### config.mk
export PLATFORM = sky130hd
export DESIGN_NAME = aux_arb_flat
export DESIGN_NICKNAME = d
export VERILOG_FILES = /design/src/rtl/aux_arb_pkg.sv /design/src/rtl/aux_arb_if.sv /design/src/rtl/aux_arb_rr_pick.sv /design/src/rtl/aux_arb.sv /design/src/flat_wrapper.sv
export SDC_FILE = /design/constraint.sdc
export NUM_CORES = 1
export LEC_CHECK = 0
export ABC_CLOCK_PERIOD_IN_PS = 2200
export BUFFER_PORTS_ARGS = -buffer_cell sky130_fd_sc_hd__buf_2
export CORE_MARGIN = 4
export CORE_UTILIZATION = 25
export DETAILED_ROUTE_END_ITERATION = 8
export GPL_TIMING_DRIVEN = 0
export SLEW_MARGIN = 5
export SYNTH_ARGS = -nofsm -noshare
export SYNTH_HDL_FRONTEND = slang
export SYNTH_SLANG_ARGS = --single-unit
### constraint.sdc
create_clock -name clk -period 2.2 [get_ports clk]
set_input_delay 0.66 -clock clk [delete_from_list [all_inputs] [get_ports clk]]
set_output_delay 0.66 -clock clk [all_outputs]
set_load 0.02 [all_outputs]
### src/rtl/aux_arb_pkg.sv
// rtl/aux_arb_pkg.sv - shared types and constants for the AUX channel arbiter
package aux_arb_pkg;

    localparam int AW          = 20;
    localparam int DW          = 8;
    localparam int DEF_TIMEOUT = 65535;

    typedef enum logic [1:0] {
        ST_IDLE    = 2'd0,
        ST_BUSY    = 2'd1,
        ST_RELEASE = 2'd2,
        ST_LOCKED  = 2'd3
    } state_t;

    function automatic int rr_next(input int last, input int step, input int n);
        return (last + step) % n;
    endfunction

endpackage

### src/rtl/aux_arb_if.sv
// rtl/aux_arb_if.sv - requester and AUX master signal bundle for aux_arb
interface aux_arb_if #(
    parameter int NREQ = 2
);
    import aux_arb_pkg::*;

    logic [NREQ-1:0]    rreq;
    logic [NREQ-1:0]    rwr;
    logic [AW*NREQ-1:0] raddr;
    logic [DW*NREQ-1:0] rwdata;
    logic [NREQ-1:0]    rlock;
    logic [NREQ-1:0]    rack;
    logic               rerr;
    logic [DW-1:0]      rrdata;
    logic [NREQ-1:0]    grant;
    logic [AW-1:0]      auxaddr;
    logic [DW-1:0]      auxwdata;
    logic               auxwr;
    logic               auxreq;
    logic               auxack;
    logic               auxerr;
    logic [DW-1:0]      auxrdata;

    modport slave (
        input  rreq, rwr, raddr, rwdata, rlock, auxack, auxerr, auxrdata,
        output rack, rerr, rrdata, grant, auxaddr, auxwdata, auxwr, auxreq
    );

    modport master (
        output rreq, rwr, raddr, rwdata, rlock, auxack, auxerr, auxrdata,
        input  rack, rerr, rrdata, grant, auxaddr, auxwdata, auxwr, auxreq
    );

endinterface

### src/rtl/aux_arb_rr_pick.sv
// rtl/aux_arb_rr_pick.sv - combinational round-robin picker starting after the last owner
module rr_pick
    import aux_arb_pkg::*;
#(
    parameter int NREQ = 2,
    parameter int IW   = 1
) (
    input  logic [NREQ-1:0] i_req,
    input  logic [IW-1:0]   i_last,
    output logic [NREQ-1:0] o_grant,
    output logic [IW-1:0]   o_idx,
    output logic            o_any
);

    // Walk offsets from farthest to nearest so the nearest requester after i_last wins.
    always_comb begin
        o_grant = '0;
        o_idx   = '0;
        o_any   = |i_req;
        for (int k = NREQ; k >= 1; k--) begin
            for (int i = 0; i < NREQ; i++) begin
                if (i == rr_next(int'(i_last), k, NREQ) && i_req[i]) begin
                    o_grant    = '0;
                    o_grant[i] = 1'b1;
                    o_idx      = IW'(i);
                end
            end
        end
    end

endmodule

### src/rtl/aux_arb.sv
// rtl/aux_arb.sv - round-robin arbiter with lock and timeout for the shared AUX master
module aux_arb
    import aux_arb_pkg::*;
#(
    parameter int NREQ    = 2,
    parameter int TIMEOUT = DEF_TIMEOUT,
    parameter int TW      = 16
) (
    input  logic     clk,
    input  logic     resetn,
    aux_arb_if.slave bus
);

    localparam int            IW      = (NREQ > 1) ? $clog2(NREQ) : 1;
    localparam logic [TW-1:0] TO_LAST = TW'(TIMEOUT - 1);

    state_t          r_state;
    logic [IW-1:0]   r_last;
    logic [IW-1:0]   r_g;
    logic [TW-1:0]   r_cnt;
    logic [NREQ-1:0] r_grant;
    logic [NREQ-1:0] r_rack;
    logic            r_rerr;
    logic [DW-1:0]   r_rrdata;
    logic [AW-1:0]   r_auxaddr;
    logic [DW-1:0]   r_auxwdata;
    logic            r_auxwr;
    logic            r_auxreq;

    logic [NREQ-1:0] w_pick_grant;
    logic [IW-1:0]   w_pick_idx;
    logic            w_pick_any;
    logic [IW-1:0]   w_sel;
    logic [NREQ-1:0] w_sel_grant;
    logic            w_issue;
    logic [AW-1:0]   w_addr;
    logic [DW-1:0]   w_wdata;
    logic            w_wr;

    rr_pick #(
        .NREQ (NREQ),
        .IW   (IW)
    ) u_pick (
        .i_req   (bus.rreq),
        .i_last  (r_last),
        .o_grant (w_pick_grant),
        .o_idx   (w_pick_idx),
        .o_any   (w_pick_any)
    );

    // A locked owner reissues without arbitration; otherwise the picker chooses.
    always_comb begin
        w_sel       = (r_state == ST_IDLE) ? w_pick_idx : r_g;
        w_sel_grant = (r_state == ST_IDLE) ? w_pick_grant : r_grant;
        w_issue     = ((r_state == ST_IDLE) && w_pick_any) ||
                      ((r_state == ST_LOCKED) && bus.rreq[r_g]);
        w_addr      = '0;
        w_wdata     = '0;
        w_wr        = 1'b0;
        for (int i = 0; i < NREQ; i++) begin
            if (w_sel == IW'(i)) begin
                w_addr  = bus.raddr[i*AW +: AW];
                w_wdata = bus.rwdata[i*DW +: DW];
                w_wr    = bus.rwr[i];
            end
        end
    end

    always_ff @(posedge clk or negedge resetn) begin
        if (!resetn) begin
            r_state    <= ST_IDLE;
            r_last     <= '0;
            r_g        <= '0;
            r_cnt      <= '0;
            r_grant    <= '0;
            r_rack     <= '0;
            r_rerr     <= 1'b0;
            r_rrdata   <= '0;
            r_auxaddr  <= '0;
            r_auxwdata <= '0;
            r_auxwr    <= 1'b0;
            r_auxreq   <= 1'b0;
        end else begin
            r_rack <= '0;
            case (r_state)
                ST_IDLE, ST_LOCKED: begin
                    if (w_issue) begin
                        r_g        <= w_sel;
                        r_grant    <= w_sel_grant;
                        r_auxaddr  <= w_addr;
                        r_auxwdata <= w_wdata;
                        r_auxwr    <= w_wr;
                        r_auxreq   <= 1'b1;
                        r_cnt      <= '0;
                        r_state    <= ST_BUSY;
                    end else if (r_state == ST_LOCKED && !bus.rlock[r_g]) begin
                        r_last  <= r_g;
                        r_grant <= '0;
                        r_state <= ST_IDLE;
                    end
                end
                ST_BUSY: begin
                    // An ack arriving on the timeout cycle takes priority over the timeout.
                    if (bus.auxack) begin
                        r_auxreq <= 1'b0;
                        r_rack   <= r_grant;
                        r_rerr   <= bus.auxerr;
                        r_rrdata <= bus.auxrdata;
                        r_state  <= ST_RELEASE;
                    end else if (r_cnt == TO_LAST) begin
                        r_auxreq <= 1'b0;
                        r_rack   <= r_grant;
                        r_rerr   <= 1'b1;
                        r_rrdata <= '0;
                        r_state  <= ST_RELEASE;
                    end else begin
                        r_cnt <= r_cnt + 1'b1;
                    end
                end
                ST_RELEASE: begin
                    if (!bus.rreq[r_g]) begin
                        if (bus.rlock[r_g]) begin
                            r_state <= ST_LOCKED;
                        end else begin
                            r_last  <= r_g;
                            r_grant <= '0;
                            r_state <= ST_IDLE;
                        end
                    end
                end
                default: r_state <= ST_IDLE;
            endcase
        end
    end

    assign bus.rack     = r_rack;
    assign bus.rerr     = r_rerr;
    assign bus.rrdata   = r_rrdata;
    assign bus.grant    = r_grant;
    assign bus.auxaddr  = r_auxaddr;
    assign bus.auxwdata = r_auxwdata;
    assign bus.auxwr    = r_auxwr;
    assign bus.auxreq   = r_auxreq;

endmodule

### src/flat_wrapper.sv
// flat-port wrapper written by rule: the top's interface ports become plain ports
module aux_arb_flat import aux_arb_pkg::*;
#(
    parameter int NREQ    = 2,
    parameter int TIMEOUT = DEF_TIMEOUT,
    parameter int TW      = 16
)
  (clk, resetn, bus_rreq, bus_rwr, bus_raddr, bus_rwdata, bus_rlock, bus_auxack, bus_auxerr, bus_auxrdata, bus_rack, bus_rerr, bus_rrdata, bus_grant, bus_auxaddr, bus_auxwdata, bus_auxwr, bus_auxreq);
  aux_arb_if #(.NREQ(NREQ)) bus_i ();
  input  logic clk;
  input  logic resetn;
  input wire logic [$bits(bus_i.rreq)-1:0] bus_rreq;
  input wire logic [$bits(bus_i.rwr)-1:0] bus_rwr;
  input wire logic [$bits(bus_i.raddr)-1:0] bus_raddr;
  input wire logic [$bits(bus_i.rwdata)-1:0] bus_rwdata;
  input wire logic [$bits(bus_i.rlock)-1:0] bus_rlock;
  input wire logic [$bits(bus_i.auxack)-1:0] bus_auxack;
  input wire logic [$bits(bus_i.auxerr)-1:0] bus_auxerr;
  input wire logic [$bits(bus_i.auxrdata)-1:0] bus_auxrdata;
  output wire logic [$bits(bus_i.rack)-1:0] bus_rack;
  output wire logic [$bits(bus_i.rerr)-1:0] bus_rerr;
  output wire logic [$bits(bus_i.rrdata)-1:0] bus_rrdata;
  output wire logic [$bits(bus_i.grant)-1:0] bus_grant;
  output wire logic [$bits(bus_i.auxaddr)-1:0] bus_auxaddr;
  output wire logic [$bits(bus_i.auxwdata)-1:0] bus_auxwdata;
  output wire logic [$bits(bus_i.auxwr)-1:0] bus_auxwr;
  output wire logic [$bits(bus_i.auxreq)-1:0] bus_auxreq;
  assign bus_i.rreq = bus_rreq;
  assign bus_i.rwr = bus_rwr;
  assign bus_i.raddr = bus_raddr;
  assign bus_i.rwdata = bus_rwdata;
  assign bus_i.rlock = bus_rlock;
  assign bus_i.auxack = bus_auxack;
  assign bus_i.auxerr = bus_auxerr;
  assign bus_i.auxrdata = bus_auxrdata;
  assign bus_rack = bus_i.rack;
  assign bus_rerr = bus_i.rerr;
  assign bus_rrdata = bus_i.rrdata;
  assign bus_grant = bus_i.grant;
  assign bus_auxaddr = bus_i.auxaddr;
  assign bus_auxwdata = bus_i.auxwdata;
  assign bus_auxwr = bus_i.auxwr;
  assign bus_auxreq = bus_i.auxreq;
  aux_arb #(.NREQ(NREQ), .TIMEOUT(TIMEOUT), .TW(TW)) u_core (.clk(clk), .resetn(resetn), .bus(bus_i));
endmodule
==> results.txt <==
By area the synthesized netlist is led by sky130_fd_sc_hd__dfrtp_1, sky130_fd_sc_hd__mux2i_1, sky130_fd_sc_hd__o21ai_0. The power density relative to cell area came out at 1360 mW/mm^2. The final-layout fill cell count is 1263. The HPWL after detailed placement is 6130 um. By startpoint and endpoint, the worst setup path is classified as reg2reg. The final setup violation count is 0. The area taken by multi-input logic gates came out at 0.00161 sq mm. The relative max-transition margin came out at 46.1%.

The count of endpoints failing hold in the final timing report is 0. The static leakage power came out at 0.00212 uW. The cell accounting for the most synthesized area is sky130_fd_sc_hd__dfrtp_1. Hold timing on the final database bottoms out at a slack of 0.422 ns. The number of nets at the end of the flow came out at 518. The final cell count without fillers is 611.

The DRC violation total after the first TritonRoute iteration is 78. The core footprint is 0.0122 sq mm. The ratio of final minimum period to clock period is 96.5%. For this run, asynchronously set or reset flops after synthesis account for 100%. The total number of vias came out at 2734. The share of synthesized area occupied by flip-flops and latches is 49.8%. In the final layout, flip-flops and latches occupy 0.00158 sq mm.

The path class of the tightest hold or removal check is in2async. Once the floorplan was initialized, standard cells occupied 25.9% of the core. The average cell area after synthesis is 10.3 sq um.

The flip-flop and latch count after synthesis is 63. The count of cell types in the netlist is 43. The maximum fanout along the worst path is 8. The worst slack at placement is -0.167 ns. The first-pass GRT wire length is 13700 um.

The number of H-tree levels is 3. The element type at the critical path end is a flop. The number of antenna violations at the first check in global routing is 0.

The number of search-and-repair iterations in the first detailed-routing pass came out at 4. The vertical extent of the die is 120 um. The critical path launch point type is a flop. The number of hold-repair buffers added at the cts stage is 0. The data required time at the worst endpoint came out at 2.42 ns. The detailed-route vias per instance is 4.47. Counting along the longest clock path gives a buffer depth of 2. The via count of the first global-routing pass is 2786. The synthesized design devotes to its leading area cell type 49.8% of total area. The synthesized netlist net count is 387. In the final layout, the share of cells above drive strength 1 is 39.1%. The detail-routed net length per standard cell is 13.9 um. The number of maximum-capacitance constraint violations is 0. The area added between synthesis and finish is 38.8%. The flow ran to the end, and the final reports show no timing, DRC or antenna violations. The area enclosed by the die boundary came out at 0.0145 sq mm.

The pin count of the biggest net entering global routing is 64. The number of placed cells counting well taps is 591. The slack of the critical path is 0.0779 ns.

The commonest register cell after synthesis is sky130_fd_sc_hd__dfrtp_1. The max-slew violation total from the final report is 0. The highest ir drop seen on vdd came out at 0.000678 V. The I/O pin count came out at 117. The number of antenna diodes in the final layout is 0. The highest clock rate is 471 MHz. The setup TNS came out at 0 ns.

STA puts the critical path data arrival time at 2.34 ns. The clock arrives with 0.0105 ns of skew. The clock-pin slew of the registers on the worst-case setup and hold paths is 0.06 ns. The clock tree root driver cell is sky130_fd_sc_hd__clkbuf_16. The final critical delay including setup and external delays came out at 2.12 ns. The synthesized instance count came out at 307.

The overall overflow remaining after global route is 0. The synthesized cell area is 0.00316 sq mm. The total CTS buffers came out at 9. Clock tree synthesis found a total of 63 sinks. The count of yosys warnings during synthesis is 0. Once detail routing completed, the nets flagged for antenna violations numbered 0. The floorplan has 40 rows. The clock latency reported for the late side of the worst-skew pair came out at 0.34 ns. For the pin with the worst max-slew slack, the measured transition is 0.809 ns. The final routed DRC violation total came out at 0. The post-detailed-routing wire length came out at 8470 um.

The count of flip-flops with a built-in enable after synthesis came out at 0. The number of port buffers is 116. The global placer's final weighted congestion is 0.773. The TritonCTS clock tree is done. The aggregate global-route resource usage is 11.9%. The die width is 120 um.
==> what timing repair did <==
item	in CTS	in global routing
endpoints found under the setup margin	48	48
pin swaps	1	3
resized for setup	6	23
buffers inserted	3	1
==> cell usage in the layout, fill, tap and decap left out, types with 8 or more instances in the layout <==
cell type,count
sky130_fd_sc_hd__buf_2,117
sky130_fd_sc_hd__dfrtp_1,63
sky130_fd_sc_hd__nand2_1,41
sky130_fd_sc_hd__mux2i_1,34
sky130_fd_sc_hd__o21ai_0,33
sky130_fd_sc_hd__nor2_1,19
sky130_fd_sc_hd__xnor2_1,10
sky130_fd_sc_hd__clkbuf_16,9
sky130_fd_sc_hd__inv_1,8
sky130_fd_sc_hd__a22o_1,8
==> sequential cells by signal (all words and copies together), names as in the netlist <==
register	count
u_core.bus.auxaddr	20
u_core.r_cnt	16
u_core.bus.auxwdata	8
u_core.bus.rrdata	8
u_core.bus.grant	2
u_core.bus.rack	2
u_core.r_state	2
u_core.bus.auxreq	1
u_core.bus.auxwr	1
u_core.bus.rerr	1
u_core.r_g	1
u_core.r_last	1
==> synth_stat cells (3+ instances only) <==
library cell	count
sky130_fd_sc_hd__dfrtp_1	63
sky130_fd_sc_hd__nand2_1	42
sky130_fd_sc_hd__mux2i_1	34
sky130_fd_sc_hd__o21ai_0	34
sky130_fd_sc_hd__nor2_1	20
sky130_fd_sc_hd__inv_1	10
sky130_fd_sc_hd__xnor2_1	10
sky130_fd_sc_hd__clkbuf_1	9
sky130_fd_sc_hd__a22o_1	8
sky130_fd_sc_hd__nor3_1	7
sky130_fd_sc_hd__a21oi_1	6
sky130_fd_sc_hd__ha_1	6
sky130_fd_sc_hd__nor4_1	6
sky130_fd_sc_hd__nand3_1	4
sky130_fd_sc_hd__and4_1	3
sky130_fd_sc_hd__buf_2	3
sky130_fd_sc_hd__mux2_2	3
sky130_fd_sc_hd__nand4_1	3
sky130_fd_sc_hd__o31ai_1	3
==> worst paths after layout <==
check                                       startpoint                      to  slack (ns)  cells past startpoint
max in group asynchronous                       resetn        u_core.r_cnt[10]        1.25                      1
min in group clk                u_core.bus.auxwdata[2]  u_core.bus.auxwdata[2]        0.47                      2
worst max register to register       u_core.r_state[0]         u_core.r_cnt[5]        0.08                      7
worst max-delay path                 u_core.r_state[0]         u_core.r_cnt[5]        0.08                      7
worst min register to register  u_core.bus.auxwdata[2]  u_core.bus.auxwdata[2]        0.47                      2
worst min-delay path                            resetn        u_core.r_cnt[13]        0.42                      1
==> critical path, cell delays in order (launching register included) <==
cell,delay [ns]
sky130_fd_sc_hd__dfrtp_1,0.39
sky130_fd_sc_hd__inv_2,0.07
sky130_fd_sc_hd__ha_4,0.34
sky130_fd_sc_hd__o211ai_1,0.19
sky130_fd_sc_hd__or4_4,0.61
sky130_fd_sc_hd__o21ai_2,0.20
sky130_fd_sc_hd__or4_4,0.16
sky130_fd_sc_hd__a21oi_2,0.04
==> metrics by stage <==
step                      util (%)  power, uW  area, sq um
final                         35.9       5960         4390
after global routing          35.9       6420         4390
after CTS                     35.0       5960         4280
after detailed placement      32.4       4550         3960
after global placement        32.4       4500         3950
after floorplan                  -       3670         3160
==> per-layer routing <==
metal / global-route usage (%) / vias up / part of all wire [%]
met1: 14.9 / 1291 / 44
met5: 0 / - / 0
met3: 3.27 / 13 / 5.7
met2: 19.0 / 82 / 49
met4: 5.81 / 0 / 2.1
li1: - / 1348 / -
==> cells by family (layout without fill, tap and decap cells) <==
kind of cell,after synthesis,in the layout,synth area share (%)
AOI/OAI and AO/OA,61,61,12.4
xor gates and xnor gates,10,10,2.77
adders and majority gates,6,6,2.37
buffers and inverters,24,160,3.09
DFF,63,63,49.8
muxes,40,40,13.2
and+or+nand+nor,103,103,16.3
==> power by group <==
group          switching (uW)  internal [uW]  total, uW
Clock                     551            763       1310
Combinational            1700           1110       2800
Sequential                258           1580       1840
Total                    2500           3450       5960
==> area by class of cell <==
cell class                      count  area share (%)
Multi-Input combinational cell    220            36.7
Sequential cell                    63            35.9
Timing Repair Buffer              120            14.0
Clock buffer                        9            5.13
Tap cell                          168            4.79
Buffer                             14            1.48
Clock inverter                      7            1.11
Inverter                           10           0.855
(Power assumes the default switching activity.)
